--- src/rtl/seg_pkg.sv ---
// Shared definitions for the seven-segment capture path: digit count,
// active-high gfedcba segment patterns for each hex value, and FSM states.
package seg_pkg;

  localparam int NUM_DIGITS = 8;

  localparam logic [6:0] SEG_0     = 7'h3F;
  localparam logic [6:0] SEG_1     = 7'h06;
  localparam logic [6:0] SEG_2     = 7'h5B;
  localparam logic [6:0] SEG_3     = 7'h4F;
  localparam logic [6:0] SEG_4     = 7'h66;
  localparam logic [6:0] SEG_5     = 7'h6D;
  localparam logic [6:0] SEG_6     = 7'h7D;
  localparam logic [6:0] SEG_7     = 7'h07;
  localparam logic [6:0] SEG_8     = 7'h7F;
  localparam logic [6:0] SEG_9     = 7'h6F;
  localparam logic [6:0] SEG_A     = 7'h77;
  localparam logic [6:0] SEG_B     = 7'h7C;
  localparam logic [6:0] SEG_C     = 7'h39;
  localparam logic [6:0] SEG_D     = 7'h5E;
  localparam logic [6:0] SEG_E     = 7'h79;
  localparam logic [6:0] SEG_F     = 7'h71;
  localparam logic [6:0] SEG_BLANK = 7'h00;

  typedef enum logic [1:0] {
    IDLE   = 2'd0,
    SETTLE = 2'd1,
    HELD   = 2'd2
  } cap_state_t;

endpackage

--- src/rtl/seg_to_nibble.sv ---
// Inverse of the display decoder: maps an active-high gfedcba pattern back to
// its hex nibble, flagging all-dark patterns separately from unknown ones.
module seg_to_nibble
  import seg_pkg::*;
(
  input  logic [6:0] seg,
  output logic [3:0] nibble,
  output logic       hit,
  output logic       blank
);

  // Table lookup; anything not in the table is a miss with nibble 0.
  always_comb begin
    nibble = 4'h0;
    hit    = 1'b1;
    blank  = 1'b0;
    case (seg)
      SEG_0:     nibble = 4'h0;
      SEG_1:     nibble = 4'h1;
      SEG_2:     nibble = 4'h2;
      SEG_3:     nibble = 4'h3;
      SEG_4:     nibble = 4'h4;
      SEG_5:     nibble = 4'h5;
      SEG_6:     nibble = 4'h6;
      SEG_7:     nibble = 4'h7;
      SEG_8:     nibble = 4'h8;
      SEG_9:     nibble = 4'h9;
      SEG_A:     nibble = 4'hA;
      SEG_B:     nibble = 4'hB;
      SEG_C:     nibble = 4'hC;
      SEG_D:     nibble = 4'hD;
      SEG_E:     nibble = 4'hE;
      SEG_F:     nibble = 4'hF;
      SEG_BLANK: begin
        hit   = 1'b0;
        blank = 1'b1;
      end
      default:   hit = 1'b0;
    endcase
  end

endmodule

--- src/rtl/seg_capture.sv ---
// Watches a multiplexed 8-digit seven-segment bus and recovers the nibble
// shown on each digit once its anode and segments have been stable long enough.
module seg_capture
  import seg_pkg::*;
#(
  parameter int unsigned SETTLE_CYCLES  = 16,
  parameter bit          AN_ACTIVE_LOW  = 1'b1,
  parameter bit          SEG_ACTIVE_LOW = 1'b1
) (
  input  logic        clk,
  input  logic        rst_n,
  input  logic [7:0]  AN,
  input  logic [6:0]  HEX,
  input  logic        DP,
  input  logic        clear,
  output logic [31:0] digits,
  output logic [7:0]  digit_valid,
  output logic [7:0]  digit_err,
  output logic [7:0]  digit_blank,
  output logic [7:0]  dp_seen,
  output logic        frame_done
);

  localparam int CNT_W = $clog2(SETTLE_CYCLES + 1);
  localparam int IDX_W = $clog2(NUM_DIGITS);
  localparam logic [CNT_W-1:0] CNT_MAX = CNT_W'(SETTLE_CYCLES);
  localparam logic [CNT_W-1:0] CNT_ONE = CNT_W'(1);

  logic [7:0] an_meta, an_sync, an_norm;
  logic [6:0] hex_meta, hex_sync, seg_norm;
  logic       dp_meta, dp_sync, dp_norm;

  logic             sel_valid;
  logic [IDX_W-1:0] sel_idx;
  logic             same;

  cap_state_t       state, state_next;
  logic [CNT_W-1:0] cnt, cnt_next;
  logic             load, capture;

  logic [IDX_W-1:0] lat_idx;
  logic [6:0]       lat_seg;
  logic             lat_dp;
  logic [7:0]       frame_mask;

  logic [3:0] dec_nibble;
  logic       dec_hit, dec_blank;

  // Two-flop synchronizers on every bus input; the bus is asynchronous to clk.
  always_ff @(posedge clk or negedge rst_n) begin
    if (!rst_n) begin
      an_meta  <= '0;
      an_sync  <= '0;
      hex_meta <= '0;
      hex_sync <= '0;
      dp_meta  <= 1'b0;
      dp_sync  <= 1'b0;
    end else begin
      an_meta  <= AN;
      an_sync  <= an_meta;
      hex_meta <= HEX;
      hex_sync <= hex_meta;
      dp_meta  <= DP;
      dp_sync  <= dp_meta;
    end
  end

  assign an_norm  = AN_ACTIVE_LOW  ? ~an_sync  : an_sync;
  assign seg_norm = SEG_ACTIVE_LOW ? ~hex_sync : hex_sync;
  assign dp_norm  = SEG_ACTIVE_LOW ? ~dp_sync  : dp_sync;

  // A digit counts as selected only when exactly one anode is active.
  always_comb begin
    sel_valid = (an_norm != 8'h00) && ((an_norm & (an_norm - 8'd1)) == 8'h00);
    sel_idx   = '0;
    for (int i = 0; i < NUM_DIGITS; i++) begin
      if (an_norm[i]) sel_idx = IDX_W'(i);
    end
    same = sel_valid && (sel_idx == lat_idx) && (seg_norm == lat_seg) && (dp_norm == lat_dp);
  end

  // Next-state logic: latch on selection, count stable cycles, capture once.
  always_comb begin
    state_next = state;
    cnt_next   = cnt;
    load       = 1'b0;
    capture    = 1'b0;
    case (state)
      IDLE: begin
        if (sel_valid) begin
          state_next = SETTLE;
          load       = 1'b1;
          cnt_next   = CNT_ONE;
        end
      end
      SETTLE, HELD: begin
        if (same) begin
          if (state == SETTLE) begin
            if (cnt >= CNT_MAX) begin
              capture    = 1'b1;
              state_next = HELD;
            end else begin
              cnt_next = cnt + CNT_ONE;
            end
          end
        end else if (sel_valid) begin
          state_next = SETTLE;
          load       = 1'b1;
          cnt_next   = CNT_ONE;
        end else begin
          state_next = IDLE;
          cnt_next   = '0;
        end
      end
      default: begin
        state_next = IDLE;
        cnt_next   = '0;
      end
    endcase
  end

  // State, settle counter and the latched digit snapshot.
  always_ff @(posedge clk or negedge rst_n) begin
    if (!rst_n) begin
      state   <= IDLE;
      cnt     <= '0;
      lat_idx <= '0;
      lat_seg <= '0;
      lat_dp  <= 1'b0;
    end else begin
      state <= state_next;
      cnt   <= cnt_next;
      if (load) begin
        lat_idx <= sel_idx;
        lat_seg <= seg_norm;
        lat_dp  <= dp_norm;
      end
    end
  end

  seg_to_nibble u_dec (
    .seg    (lat_seg),
    .nibble (dec_nibble),
    .hit    (dec_hit),
    .blank  (dec_blank)
  );

  // Capture results and frame tracking; clear wins over a same-cycle capture.
  always_ff @(posedge clk or negedge rst_n) begin
    if (!rst_n) begin
      digits      <= '0;
      digit_valid <= '0;
      digit_err   <= '0;
      digit_blank <= '0;
      dp_seen     <= '0;
      frame_mask  <= '0;
      frame_done  <= 1'b0;
    end else if (clear) begin
      digit_valid <= '0;
      digit_err   <= '0;
      digit_blank <= '0;
      dp_seen     <= '0;
      frame_mask  <= '0;
      frame_done  <= 1'b0;
    end else begin
      frame_done <= (frame_mask == 8'hFF);
      if (frame_mask == 8'hFF) frame_mask <= '0;
      if (capture) begin
        digit_valid[lat_idx] <= 1'b1;
        dp_seen[lat_idx]     <= lat_dp;
        frame_mask[lat_idx]  <= 1'b1;
        if (dec_hit || dec_blank) begin
          digits[{lat_idx, 2'b00} +: 4] <= dec_nibble;
          digit_err[lat_idx]            <= 1'b0;
          digit_blank[lat_idx]          <= dec_blank;
        end else begin
          digit_err[lat_idx]   <= 1'b1;
          digit_blank[lat_idx] <= 1'b0;
        end
      end
    end
  end

endmodule

--- config.mk ---
export PLATFORM = sky130hd
export DESIGN_NAME = seg_capture
export DESIGN_NICKNAME = d
export VERILOG_FILES = /design/src/rtl/seg_pkg.sv /design/src/rtl/seg_to_nibble.sv /design/src/rtl/seg_capture.sv
export SDC_FILE = /design/constraint.sdc
export NUM_CORES = 1
export LEC_CHECK = 0
export ABC_AREA = 1
export BUFFER_PORTS_ARGS = -buffer_cell sky130_fd_sc_hd__buf_2
export CORE_ASPECT_RATIO = 0.8
export CORE_MARGIN = 2
export CORE_UTILIZATION = 40
export CTS_CLUSTER_SIZE = 10
export DETAILED_ROUTE_END_ITERATION = 10
export GPL_TIMING_DRIVEN = 0
export HOLD_SLACK_MARGIN = 0.12
export SYNTH_ARGS = -nofsm -noshare
export SYNTH_HDL_FRONTEND = slang
export SYNTH_SLANG_ARGS = --single-unit
--- constraint.sdc ---
create_clock -name clk -period 4.05 [get_ports clk]
set_input_delay 0.81 -clock clk [delete_from_list [all_inputs] [get_ports clk]]
set_output_delay 0.81 -clock clk [all_outputs]
set_load 0.02 [all_outputs]
# Word level (Yosys, flattened, before mapping)
# Cells that the tools add are included.
[word_totals]
word_cells = 128
output_inout_bits = 65
register_bits = 123
inputBits = 19
[op_classes]
bitwise = 11
n_shift = 2
addsub = 3
n_mux = 49
reduce_logical = 16
n_lt_le_gt_ge = 3
eq_ne = 26
[op_table]
columns = ["op", "count"]
rows = [
  ["two-way mux 8 bit", 14],
  ["== test 7 bit, second input constant", 12],
  ["one-hot mux 4 bit (15 select lines)", 1],
  ["bitwise mux 32 bit", 1],
  ["variable shift 4 x 7 -> 32 bit, first input constant", 1],
  ["indexed part select 4 x 7 -> 32 bit", 1],
  ["AND 8 bit", 3],
  ["bitwise OR 8 bit", 3],
  ["two-way mux 5 bit", 4],
  ["two-way mux 3 bit", 6],
  ["bitwise mux 8 bit", 2],
  ["NOT 8 bit", 2],
  ["OR reduction 16 bit", 1],
  ["== test 7 x 3 -> 1 bit, second input constant", 2],
  ["== test 7 x 6 -> 1 bit, second input constant", 2],
  ["two-way mux 1 bit", 13],
  ["one-hot mux 5 bit (2 select lines)", 1],
  ["inequality test 3 bit, second input constant", 3],
  ["AND reduction 3 bit", 3],
  ["== test 8 bit, second input constant", 1],
  ["logical NOT 8 bit", 1],
  ["two-way mux 2 bit", 4],
  ["nonzero test 8 bit", 1],
  ["subtractor 8 x 1 -> 8 bit, second input constant", 1],
  ["22 further kinds", 27],
]

# Logic depth before layout (Yosys ltp)
# Gate-level depths: netlist of the first run.
[depth]
word_depth = 16
depth_mapped = 16
mapped_depth_nobuf = 15

# Hierarchy
# A second synthesis of the first run with hierarchy kept.
[hier_totals]
hier_cells = 776
area_unflattened_um2 = 6130.9
[modules_own_cells]
columns = ["module", "cells_each", "seq_area_each_um2", "n_inst", "area_per_inst_um2"]
rows = [
  ["seg_capture", 709, 3078.0, 1, 5833.1],
  ["seg_to_nibble", 67, 0.0, 1, 297.8],
]

# Worst setup path before layout of the first run
# No wires, ideal clock.
[synth_timing]
path_type = "register -> register"
startpoint = "register lat_idx[0]"
endpoint = "register digits[14]"
n_path_buf = 2
slack_ns = 1.740
required_ns = 3.932
period_less_slack_ns = 2.310
path_stages_with_launch = 11
setup_ns = 0.118
arrival_time_ns = 2.193
path_cell_list = "dfrtp_1 > buf_2 > inv_2 > ha_1 > ha_1 > clkbuf_1 > inv_1 > nor3_1 > nand3_1 > nand2_1 > nand2_1"
[synth_between]
elab_chain_cells = 7
word_cells_on_any_way = 11
cone_classes = "1 x add/sub; 1 x eq/ne; 2 x shift; 3 x mux; 4 x reduce/logical"
[synth_rtl]
columns = ["element", "line", "source"]
rows = [
  ["start: declaration", "seg_capture.sv:41", "logic [IDX_W-1:0] lat_idx;"],
  ["start signal: assignment", "seg_capture.sv:134", "lat_idx <= sel_idx;"],
  ["branches (longest 7 deep; another with negation 5 -> 7 bit)", "n/a", ""],
  ["end signal: indexed assignment", "seg_capture.sv:173", "digits[{lat_idx, 2'b00} +: 4] <= dec_nibble;"],
  ["end: declaration", "seg_capture.sv:16", "output logic [31:0] digits,"],
]
# Several ways; the timed one is not identified.
# A chain may end at the register's enable or synchronous reset.

# Worst setup path after layout of the first run
# Ends and elaborated chain as after synthesis.

==> results of run 1 <==
==> through the flow <==
| stage | total power [mW] | setup WS, ps | hold WS [ps] |
|---|---|---|---|
| 3_3_place_gp | 2.77 | 532 | 331 |
| 5_1_grt | 4.60 | 947 | 352 |
| 2_1_floorplan | 2.43 | 1740 | 331 |
| 3_5_place_dp | 2.78 | 1300 | 335 |
| 6_report | 4.30 | 1250 | 344 |
| 4_1_cts | 4.32 | 1290 | 347 |
==> metal layers <==
metal	vias up	share of wire (%)	global-route usage [%]
met5	-	0	0
met4	0	1.3	5.87
met3	17	4.9	5.83
li1	2742	-	-
met1	2538	52	29.0
met2	139	42	28.1
==> worst max path at each step <==
stage	slack, ps	end	cells after the start
6_report	1250	digits[14]	10
5_1_grt	950	digits[4]	10
4_1_cts	1290	digits[4]	10
3_5_place_dp	1300	digits[4]	10
3_3_place_gp	530	digits[7]	1
2_1_floorplan	1740	digits[14]	10
==> cell type report <==
class                           instances  area (sq um)  share of cell area [%]
Buffer                                 24           134                    1.79
Clock buffer                           24           502                    6.71
Clock inverter                          7          87.6                    1.17
Inverter                               74           280                    3.75
Multi-Input combinational cell        573          2690                    35.9
Sequential cell                       123          3080                    41.2
Tap cell                              210           263                    3.51
Timing Repair Buffer                   83           444                    5.94
==> cells in the final DEF (no fill, tap or decap) <==
cell type,synthesis,layout
o21ai_0,19,19
nand4_2,1,1
clkinv_2,0,4
nand4_1,28,28
clkinvlp_4,0,1
inv_4,1,1
nand2_2,8,8
nand3_2,8,8
ha_1,10,10
bufinv_16,0,2
buf_16,0,1
a21oi_1,16,16
inv_1,64,64
nand3b_1,5,5
inv_2,7,7
nand2_1,301,301
nand3_4,1,1
o21ai_1,1,1
nor2_1,58,58
buf_6,2,3
nor3_4,1,1
buf_2,8,89
nor2_2,5,5
a21oi_2,1,1
buf_4,5,5
clkbuf_8,0,5
nand2_4,1,1
clkbuf_16,0,17
xor2_1,4,4
nor2_4,3,3
dfrtp_1,123,123
nor4_2,1,1
nor3_1,17,17
nand3_1,79,79
or2_2,4,4
o21bai_1,1,1
clkbuf_1,9,11
clkinv_1,2,2
==> cell families (layout without fill, tap and decap cells) <==
| logic type | after synthesis | in the layout | share of synthesized area, % |
|---|---|---|---|
| flip-flops | 123 | 123 | 49.8 |
| XOR/XNOR | 4 | 4 | 0.567 |
| AO/OA/AOI/OAI | 38 | 38 | 3.18 |
| buffers and inverters | 98 | 212 | 6.70 |
| adder cells (fa/ha/maj) | 10 | 10 | 2.02 |
| AND/OR/NAND/NOR | 521 | 521 | 37.7 |
==> sequential cells by signal (all words and copies together) (netlist names) <==
register     flops
lat_idx          3
lat_seg          7
state            2
hex_meta         7
an_meta          8
dp_sync          1
frame_done       1
an_sync          8
digit_err        8
dp_meta          1
dp_seen          8
digits          32
digit_valid      8
digit_blank      8
lat_dp           1
hex_sync         7
frame_mask       8
cnt              5
==> power groups by stage <==
stage                     sequential (mW)  combinational [mW]  clock [mW]
final                                1.46                1.33        1.51
after floorplan                      1.48               0.949           0
after global placement               1.48                1.29           0
after detailed placement             1.48                1.31           0
after global routing                 1.48                1.52        1.61
after CTS                            1.46                1.31        1.55
==> worst register-to-register path, stage by stage, from the launching register on <==
cell and delay, ps:
dfrtp_1 370, buf_2 260, inv_2 150, ha_1 220, ha_1 260, clkbuf_1 330, inv_1 220, nor3_1 490
nand3_1 230, nand2_1 110, nand2_1 50
==> results.cfg, run 1 <==
[outcome]
status = completed

[route]
vias_per_cell = 4.86
ant_nets = 0
wl_per_cell_um = 13.6
num_vias = 5436
drc_errors = 0
drt-total-wl_um = 15200
drt_first_pass_iters = 5
drt_iter0_drc = 387

[synth]
syn-cell-area_sq_mm = 0.00618
synth_edf_count = 0
netlist_top_cells_count = nand2_1 (301), dfrtp_1 (123), nand3_1 (79)
synthArstFlopShare_pct = 100
synth.net_count = 823
yosys_warnings = 0
syn_inst = 794
ys_types = 32
synthFlopType = dfrtp_1
yosys.area.top_type_share_pct = 49.8
synth_seq_area_share_pct = 49.8
syn_avg_cell_area_sq_um = 7.78
synth.most_common_cell = nand2_1
ys_top_cells_by_area = dfrtp_1 (50%), nand2_1 (18%), nand3_1 (6.4%), inv_1 (3.9%), nor2_1 (3.5%)
ys_seq_elements = 123
yosysTopAreaCell = dfrtp_1

[power_and_ir_drop]
switching_power_mw = 1.63
power_frac_seq_pct = 33.9
p_clk_share_pct = 35.2
power-per-cell-area_mw_per_mm2 = 576
leakagePower_nw = 4.08
ir_drop_uv = 361
power_frac_comb_pct = 31.0
internal_power_mw = 2.67
switching_share_pct = 37.9

[finish]
postLayoutCoreUtil_pct = 49.6
n_antenna_cell = 0
layout-drive-gt1-share_pct = 18.6
syn2layout_area_growth_pct = 21.0
final_cell_area_sq_mm = 0.00748
n_fill_cell = 1510
final_cells = 1118
layout.nets = 925

[min_path]
hp-class = reg -> reg
min_from = an_meta[5]
whs_path_depth = 0
min_to = an_sync[5]

[critical_path]
crit_fanout = 10
cp_slowest_cell = nor3_1
cp.arrival_ps = 3110
required_ps = 4350
cp-end-kind = flip-flop
reg2reg_from = lat_idx[0]
path_delay_family = buffers and inverters
r2r_setup_slack_ps = 1250
crit_buf_inv = 4
slowest_delay_ps = 490
crit_path_start = lat_idx[0]
crit_chain = buf_2, inv_2, ha_1, ha_1, clkbuf_1, inv_1, nor3_1, nand3_1, nand2_1, nand2_1
r2r-end = digits[14]
reg2regPathDepth = 10
critPathKind = reg -> reg
worstSetupStartpointType = flip-flop

[job]
drv_cap = 0

[clocking]
hold_buffers = 0
h-tree-depth = 4
clk_pin_slew_ps = 60
post_cts_buffers = 0
clk_path_buf_depth = 2
cts_resized = 0
cts_buffers = 17
cts_tree = built
clk_latency_ps = 420
clock_sinks = 123
cts_root_buf = clkbuf_16

[floorplan]
die_x_um = 143
die_area_sq_mm = 0.0165
placementRows = 40
fp.dieH_um = 115
io_pins = 84
coreArea_sq_mm = 0.0151
start_util_pct = 41.0

[timing]
rsz0062_at_grt = false
setup_violations = 0
period_share_pct = 69.2
worst_slew_margin_rel_pct = 48.4
skew_ps = 6.44
tightest_slew_ps = 768
setup-tns-final_ps = 0
fin_crit_ps = 2800
drv_slew = 0
final_hold_viol_count = 0
fmax_mhz = 357

[global_routing]
grt_pass1_vias = 5013
antenna_found_initial = 0
grt_usage_pct = 19.7
grt_max_degree = 63
grt_pass1_wl_um = 25100
overflow = 0

[place]
hpwl_um = 11000
place_area_sq_mm = 0.00689
dp.cells = 1087
io_buffers = 82
gp_congestion = 0.850
No activity file was read; power rests on OpenSTA's default activity.
==> run 2, diff against run 1 <==
- clock period: 4.05 -> 2.5 ns (I/O delays scaled with it)
==> run 2 against run 1 <==
Net effect:
- flip-flop and latch count unchanged
- sequential power is 62% higher
- routed wire length about the same
- register-to-register slack lost 1100 ps
- first-iteration DRC count is 12% higher
- fmax increased by 17%
- critical path depth is 2 lower
- die area is the same
- worst setup slack worse by 1100 ps
- worst hold slack worse by 160 ps
- global-route usage barely moved
- via count barely moved
- largest power group unchanged
==> results.cfg, run 2 (same netlist as run 1, synthesis figures left out) <==
[timing]
rsz0062_at_grt = true
fin_crit_ps = 2400
period_share_pct = 96.1
skew_ps = 6.49
tightest_slew_ps = 790
setup_violations = 0
setup-tns-final_ps = 0
worst_slew_margin_rel_pct = 46.9
final_hold_viol_count = 0
drv_slew = 0
fmax_mhz = 416

[power_and_ir_drop]
p_total_mw = 7.08
leakagePower_nw = 4.09
ir_drop_uv = 602
power-per-cell-area_mw_per_mm2 = 940

[critical_path]
cp-end-kind = flip-flop
worstSetupStartpointType = flip-flop
r2r_setup_slack_ps = 100
r2r-end = digits[8]
reg2regPathDepth = 8
critPathKind = reg -> reg
required_ps = 2810
cp.arrival_ps = 2710
crit_fanout = 9
reg2reg_from = lat_idx[1]
cp-endpoint = digits[8]
crit_path_start = lat_idx[1]

[clocking]
cts_root_buf = clkbuf_16
clk_path_buf_depth = 2
clk_pin_slew_ps = 60
clock_sinks = 123
clk_latency_ps = 420
h-tree-depth = 4
post_cts_buffers = 0
cts_buffers = 17
cts_tree = built

[global_routing]
grt_usage_pct = 19.7
grt_pass1_wl_um = 25200
antenna_found_initial = 0
grt_max_degree = 63
overflow = 0
grt_pass1_vias = 5031

[finish]
n_antenna_cell = 0
n_fill_cell = 1508
syn2layout_area_growth_pct = 21.9
ff_latch_area_sq_mm = 0.00308
layout.nets = 925
regMostFlops = digits
layout_commonest_cell = nand2_1
layout_common_cells = nand2_1 (301), dfrtp_1 (123), buf_2 (88), nand3_1 (79), inv_1 (64)
largest_reg_flops = 32
multi_input_area_sq_mm = 0.00273
layout-drive-gt1-share_pct = 19.3

[floorplan]
start_util_pct = 41.0
fp.dieH_um = 115
die_area_sq_mm = 0.0165
die_x_um = 143
io_pins = 84
placementRows = 40
coreArea_sq_mm = 0.0151

[place]
io_buffers = 82
gp_congestion = 0.850
hpwl_um = 11000

[job]
drv_cap = 0

[outcome]
status = completed

[route]
num_vias = 5438
wl_per_cell_um = 13.6
vias_per_cell = 4.86
drt-total-wl_um = 15200
drt_first_pass_iters = 5
ant_nets = 0
drc_errors = 0
drt_iter0_drc = 432

[min_path]
whs_path_depth = 1
hp-class = in -> reg
[run 2: cell types whose count changed in the layout (fill, tap and decap cells not counted), sizes merged]
cell         delta
inv             +1
clkinv          -1
buf             -1
dlygate4sd3     +1
[run 2: where the power goes]
part	total, mW	internal (mW)	switching, mW
logic	2.26	0.620	1.64
clock network	2.46	1.59	0.869
registers	2.36	2.16	0.200
total	7.08	4.37	2.71
[run 2: what timing repair did]
item                                   4_1_cts  5_1_grt
gates resized for setup                      4        7
hold buffers                                 1        0
endpoints found under the hold margin       61        0
setup endpoints to repair                   16       32
[run 2: critical path, cell delays in order (launching register included)]
cell	delay (ps)
dfrtp_1	540
inv_1	230
ha_1	240
ha_2	430
inv_1	200
nor3_2	360
nand3_2	160
nand2_1	90
nand2_1	40
[run 2: final cells by class]
type	instances	area share [%]
sequential	123	40.9
inverter	74	3.72
clock buffer	24	6.66
clock inverter	7	1.16
multi-input combinational	573	36.3
buffer	23	1.76
tap	210	3.49
timing repair buffer	84	6.03
[run 2: worst min-delay path by stage]
stage | from | endpoint | slack, ps
after floorplan | rst_n | an_meta[0] | 200
after global placement | hex_meta[3] | hex_sync[3] | 330
after detailed placement | hex_meta[6] | hex_sync[6] | 330
after CTS | AN[2] | an_meta[2] | 170
after global routing | AN[4] | an_meta[4] | 160
final | AN[2] | an_meta[2] | 180
[run 2: through the flow]
| step | hold WS, ps | area (sq um) | setup slack, ps | cells | util, % |
|---|---|---|---|---|---|
| after floorplan | 204 | 6180 | 190 | 794 | - |
| final | 183 | 7530 | 97.6 | 1118 | 50.0 |
| after global routing | 157 | 7530 | -54.9 | 1118 | 50.0 |
| after detailed placement | 335 | 6890 | -251 | 1087 | 45.7 |
| after global placement | 331 | 6850 | -708 | 1086 | 45.5 |
| after CTS | 169 | 7500 | 64.9 | 1118 | 49.8 |
[run 2: per-layer routing]
metal | global-route usage, % | wire length (um) | vias to the layer above
met5 | 0 | 0 | -
li1 | - | - | 2747
met1 | 28.9 | 7750 | 2549
met2 | 28.2 | 6480 | 128
met3 | 5.87 | 777 | 14
met4 | 5.94 | 187 | 0
